[src/rtl/calc_pkg.sv]
// Shared calculator types: FSM states, seven-segment patterns,
// and a constant helper for counter sizing.
package calc_pkg;

   typedef enum logic [1:0] {
      IDLE  = 2'd0,
      LOAD  = 2'd1,
      SHIFT = 2'd2,
      DONE  = 2'd3
   } state_t;

   // Active-low patterns, written a..g from left to right
   localparam logic [0:6] SEG_BLANK = 7'b1111111;
   localparam logic [0:6] SEG_0     = 7'b0000001;
   localparam logic [0:6] SEG_1     = 7'b1001111;
   localparam logic [0:6] SEG_2     = 7'b0010010;
   localparam logic [0:6] SEG_3     = 7'b0000110;
   localparam logic [0:6] SEG_4     = 7'b1001100;
   localparam logic [0:6] SEG_5     = 7'b0100100;
   localparam logic [0:6] SEG_6     = 7'b0100000;
   localparam logic [0:6] SEG_7     = 7'b0001111;
   localparam logic [0:6] SEG_8     = 7'b0000000;
   localparam logic [0:6] SEG_9     = 7'b0000100;

   function automatic int clog2(input int v);
      int r;
      r = 0;
      for (int i = 0; i < 32; i++)
         if ((1 << r) < v) r = r + 1;
      return (r == 0) ? 1 : r;
   endfunction

endpackage

[src/rtl/seven_seg_digit.sv]
// One BCD digit to active-low seven-segment pattern,
// with forced blanking for leading zeros.
module seven_seg_digit
   import calc_pkg::*;
(
   input  logic [3:0] bcd,
   input  logic       blank,
   output logic [0:6] seg
);

   always_comb begin
      seg = SEG_BLANK;
      if (!blank) begin
         case (bcd)
            4'd0:    seg = SEG_0;
            4'd1:    seg = SEG_1;
            4'd2:    seg = SEG_2;
            4'd3:    seg = SEG_3;
            4'd4:    seg = SEG_4;
            4'd5:    seg = SEG_5;
            4'd6:    seg = SEG_6;
            4'd7:    seg = SEG_7;
            4'd8:    seg = SEG_8;
            4'd9:    seg = SEG_9;
            default: seg = SEG_BLANK;
         endcase
      end
   end

endmodule

[src/rtl/result_display_encoder.sv]
// Sequential double-dabble converter from a signed calculator value
// to sign + BCD, driving three digit displays and a minus segment.
module result_display_encoder
   import calc_pkg::*;
#(
   parameter int N      = 8,
   parameter int DIGITS = 3
) (
   input  logic                  clock,
   input  logic                  reset_n,
   input  logic                  start,
   input  logic [N-1:0]          value,
   output logic                  busy,
   output logic                  done,
   output logic                  sign,
   output logic [4*DIGITS-1:0]   bcd,
   output logic [0:6]            HEX0,
   output logic [0:6]            HEX1,
   output logic [0:6]            HEX2,
   output logic                  HEX3_g
);

   localparam int W  = 4*DIGITS + N;
   localparam int CW = clog2(N);

   state_t              state;
   logic [N-1:0]        val_q;
   logic                neg_q;
   logic [W-1:0]        sr;
   logic [CW-1:0]       cnt;
   logic [W-1:0]        adj;
   logic [W-1:0]        sr_nxt;
   logic [4*DIGITS-1:0] fin;
   logic                blank1;
   logic                blank2;
   logic [0:6]          seg0;
   logic [0:6]          seg1;
   logic [0:6]          seg2;

   always_comb begin
      adj = sr;
      for (int i = 0; i < DIGITS; i++)
         if (sr[N+4*i +: 4] >= 4'd5)
            adj[N+4*i +: 4] = sr[N+4*i +: 4] + 4'd3;
      sr_nxt = adj << 1;
   end

   // Outputs are loaded from the last shift, so they are valid in DONE
   assign fin    = sr_nxt[W-1 -: 4*DIGITS];
   assign blank2 = (fin[8 +: 4] == 4'd0);
   assign blank1 = blank2 && (fin[4 +: 4] == 4'd0);

   seven_seg_digit u_d0 (.bcd(fin[0 +: 4]), .blank(1'b0),   .seg(seg0));
   seven_seg_digit u_d1 (.bcd(fin[4 +: 4]), .blank(blank1), .seg(seg1));
   seven_seg_digit u_d2 (.bcd(fin[8 +: 4]), .blank(blank2), .seg(seg2));

   assign busy = (state != IDLE);
   assign done = (state == DONE);

   always_ff @(posedge clock) begin
      if (!reset_n) begin
         state  <= IDLE;
         val_q  <= '0;
         neg_q  <= 1'b0;
         sr     <= '0;
         cnt    <= '0;
         sign   <= 1'b0;
         bcd    <= '0;
         HEX0   <= SEG_0;
         HEX1   <= SEG_BLANK;
         HEX2   <= SEG_BLANK;
         HEX3_g <= 1'b1;
      end else begin
         unique case (state)
            IDLE: begin
               if (start) begin
                  val_q <= value;
                  state <= LOAD;
               end
            end
            LOAD: begin
               neg_q <= val_q[N-1];
               sr    <= {{(4*DIGITS){1'b0}},
                         (val_q[N-1] ? -val_q : val_q)};
               cnt   <= '0;
               state <= SHIFT;
            end
            SHIFT: begin
               sr  <= sr_nxt;
               cnt <= cnt + 1'b1;
               if (cnt == CW'(N-1)) begin
                  bcd    <= fin;
                  sign   <= neg_q;
                  HEX0   <= seg0;
                  HEX1   <= seg1;
                  HEX2   <= seg2;
                  HEX3_g <= ~(neg_q & (fin != '0));
                  state  <= DONE;
               end
            end
            DONE: state <= IDLE;
            default: state <= IDLE;
         endcase
      end
   end

endmodule

[config.mk]
export PLATFORM = sky130hd
export DESIGN_NAME = result_display_encoder
export DESIGN_NICKNAME = d
export VERILOG_FILES = /design/src/rtl/calc_pkg.sv /design/src/rtl/seven_seg_digit.sv /design/src/rtl/result_display_encoder.sv
export SDC_FILE = /design/constraint.sdc
export NUM_CORES = 1
export LEC_CHECK = 0
export ABC_AREA = 1
export CAP_MARGIN = 20
export CORE_MARGIN = 3
export CORE_UTILIZATION = 50
export CTS_CLUSTER_SIZE = 30
export DETAILED_ROUTE_END_ITERATION = 8
export PLACE_DENSITY = 0.74
export SETUP_SLACK_MARGIN = 0.02
export SLEW_MARGIN = 20
export SYNTH_ARGS = -nofsm -noshare
export SYNTH_HDL_FRONTEND = slang
export SYNTH_SLANG_ARGS = --single-unit
export TNS_END_PERCENT = 50
[constraint.sdc]
create_clock -name clock -period 4.15 [get_ports clock]
set_input_delay 0.6225 -clock clock [delete_from_list [all_inputs] [get_ports clock]]
set_output_delay 0.6225 -clock clock [all_outputs]
set_load 0.01 [all_outputs]
==> impl_results.md <==
* Status: completed
* Syn-to-layout area delta at 20.8%
* Post-synthesis sequential area ratio at 38.7%
* Maximum fanout along the worst path at 23
* Critical Setup Path Class: reg2reg
* Final Max Slew Viols at 0
* Final WS setup at 1.61 ns
* Dpl hpwl at 5670 um
* Max frequency at 394 MHz
* Die area at 8180 um^2
* Critical path launch point: state[0]
* Clock Sinks at 69
* Synthesized cell area at 3570 um^2
* DP Worst Slack at 1.76 ns
* Syn avg cell area at 7.13 um^2
* Antenna diodes at 0
* Fraction of layout instances using a drive strength above 1 at 8.74%
* Logic pwr share at 26.4%
* Final cell count without fillers at 645
* Hold depth at 2
* Pin count of the biggest net entering global routing at 40
* R2R Path End: HEX0[6]
* Sequential fraction of design power at 42.9%
* Starting Density at 51.9%
* Post-synth net total at 533
* R2R setup slack at 1.61 ns
* Area share of the largest cell type after synthesis at 38.7%
* H-tree depth at 3
* Postcts setup bufs at 0
* RSZ-0062 raised after global routing: no
* Filler Cells Inserted at 623
* Worst r2r src: state[0]
* Yosys reg bits at 69
* Total CTS buffers at 9
* Drt drc at 0
* Post-layout minimum cycle time at 2.54 ns
* Die Y at 90.5 um
* Crit start category: flop
* Maximum clock path buffer count at 2
* CP required at 4.37 ns
* All-layer global routing usage at 20.5%
* P_sw at 620 uW
* RD Place Congestion at 0.879
* # setup viols final at 0
* Pwr Total at 1790 uW
* DRT Wirelength at 8080 um
* Cts repair resizes at 0
* First-pass GRT wire length at 14200 um
* Num rows at 30
* Worst min-delay path class: reg2reg
* Max cap viols at 0
* Chip width at 90.5 um
* Final Hold Viols at 0
* Ratio of final minimum period to clock period at 61.2%
* WHS at 0.468 ns
* Initial antenna violation count at 0
* CTS tree: yes
* Leakage Power at 0.00186 uW
* Least-Margin Pin Slew at 0.704 ns
* Hold path start: sr[4]
* Vias in the first global route at 3267
* Number of I/O pins at 48
* CP Capture Type: flop
* Pint at 1170 uW
* Global route total overflow at 0
* Power Dens Cells at 416 nW/um^2
* Slew headroom at 52.8%
* Switching Share at 34.6%
* DR WL/cell at 12.5 um
* DR vias/cell at 5.12
* Synth area leader: dfxtp_1
* Via Count at 3304
* PortBufs at 47
* Min-Delay Endpoint: sr[4]
* Setup TNS at 0 ns
* Clock Power Share at 30.7%
* FF-to-FF path depth at 9
* Final Skew at 0.00941 ns
* Largest cells by area after synthesis: dfxtp_1, nand2_1, ha_1
* Core area at 6870 um^2
* Placed insts at 628
* Final net count at 577
* Clock Tree Root: clkbuf_8
* Post-Synthesis Cells at 500
* Post-synth cell types at 31
* Clk pin slew, worst setup/hold paths at 0.08 ns
* Synth warnings at 0
* Remaining antenna violation count at 0
* Worst vdd ir at 0.000458 V
* CP Data Arrival Time at 2.76 ns
* Worst-skew pair later-pin latency at 0.34 ns
* Hold buffer count at CTS at 0
* Drt first pass iters at 5
* 1st-iter DRT viols at 220
-- metrics by stage --
step	utilization, %	cell area, um^2
2_1_floorplan	-	3570
3_3_place_gp	59.6	4100
5_1_grt	62.8	4310
4_1_cts	62.5	4300
3_5_place_dp	59.6	4100
6_report	62.8	4310
-- logic make-up (layout without fill, tap and decap cells) --
kind of cell | after synthesis | in the layout | share of synthesized area, %
buffers and inverters | 79 | 128 | 8.80
flip-flops | 69 | 69 | 38.7
adder cells (fa/ha/maj) | 22 | 22 | 7.72
AO/OA/AOI/OAI | 101 | 101 | 15.5
AND/OR/NAND/NOR | 227 | 227 | 28.2
XOR/XNOR | 2 | 2 | 1.02
-- state kept, by name, summed over array words and instances (netlist names) --
signal  flops
sr         20
bcd        12
val_q       8
HEX0        7
HEX1        7
HEX2        7
cnt         3
state       2
HEX3_g      1
neg_q       1
sign        1
-- power groups by stage --
| stage | Combinational, uW | Clock [uW] | Sequential [uW] |
|---|---|---|---|
| finish | 474 | 550 | 770 |
| global route | 533 | 590 | 778 |
| detailed placement | 462 | 0 | 785 |
| floorplan | 363 | 0 | 770 |
| global placement | 454 | 0 | 783 |
| CTS | 471 | 562 | 770 |
-- cells in the mapped netlist --
| master | count |
|---|---|
| a211oi_1 | 3 |
| a21oi_1 | 52 |
| a21oi_2 | 1 |
| a31oi_1 | 4 |
| buf_2 | 6 |
| clkbuf_1 | 11 |
| clkbuf_8 | 1 |
| clkinv_1 | 4 |
| dfxtp_1 | 69 |
| ha_1 | 22 |
| inv_1 | 54 |
| inv_2 | 3 |
| nand2_1 | 124 |
| nand2_2 | 15 |
| nand2_4 | 3 |
| nand3_1 | 40 |
| nand3_2 | 2 |
| nand3b_1 | 1 |
| nand4_1 | 8 |
| nor2_1 | 29 |
| nor3_1 | 3 |
| o211ai_1 | 8 |
| o21ai_0 | 28 |
| o21ai_1 | 1 |
| o21ai_2 | 1 |
| o21bai_1 | 1 |
| o221ai_1 | 1 |
| o22ai_1 | 1 |
| or2_2 | 2 |
| xor2_1 | 1 |
| xor2_4 | 1 |
-- layer usage --
metal / vias up / part of all wire, % / track usage [%]
met5: - / 0 / 0
li1: 1716 / - / -
met4: 0 / 1.9 / 8.93
met3: 13 / 3.4 / 4.33
met1: 1512 / 46 / 24.7
met2: 63 / 48 / 35.3
-- critical path, cell delays in order, from the launching register on --
cell	delay [ns]
dfxtp_1	0.36
inv_1	0.10
ha_1	0.28
nand2_1	0.08
buf_4	0.25
clkinv_1	0.57
buf_8	0.37
or2_2	0.27
nand2_1	0.06
nand2_1	0.05
-- area by class of cell --
class	instances	area, um^2	share of cell area, %
clock buffers	10	138	3.19
clock inverters	6	62.6	1.45
inverters	61	229	5.31
multi-input cells	352	1870	43.4
flip-flops and latches	69	1380	32.0
well taps	96	120	2.79
repair buffers	51	508	11.8
-- placed cells by master (no fill, tap or decap), types with 4 or more instances in the layout --
cell type | Yosys | final
nand2_1 | 124 | 124
clkinv_1 | 4 | 5
dfxtp_1 | 69 | 69
clkdlybuf4s50_1 | 0 | 47
nand2_2 | 15 | 15
o21ai_0 | 28 | 28
a21oi_1 | 52 | 52
clkbuf_8 | 1 | 10
ha_1 | 22 | 22
nand3_1 | 40 | 40
inv_1 | 54 | 53
nand4_1 | 8 | 8
nor2_1 | 29 | 29
a31oi_1 | 4 | 4
o211ai_1 | 8 | 8
-- worst max-delay path by stage --
stage               to  slack [ns]  depth (start not counted)
6_report       HEX0[6]        1.61                          9
4_1_cts        HEX0[6]        1.75                         10
2_1_floorplan  HEX1[1]        2.35                         13
3_5_place_dp   HEX0[6]        1.76                         10
5_1_grt        HEX0[6]        1.41                          9
3_3_place_gp   HEX0[6]        1.80                         10
Power figures use the tool's default switching activity.
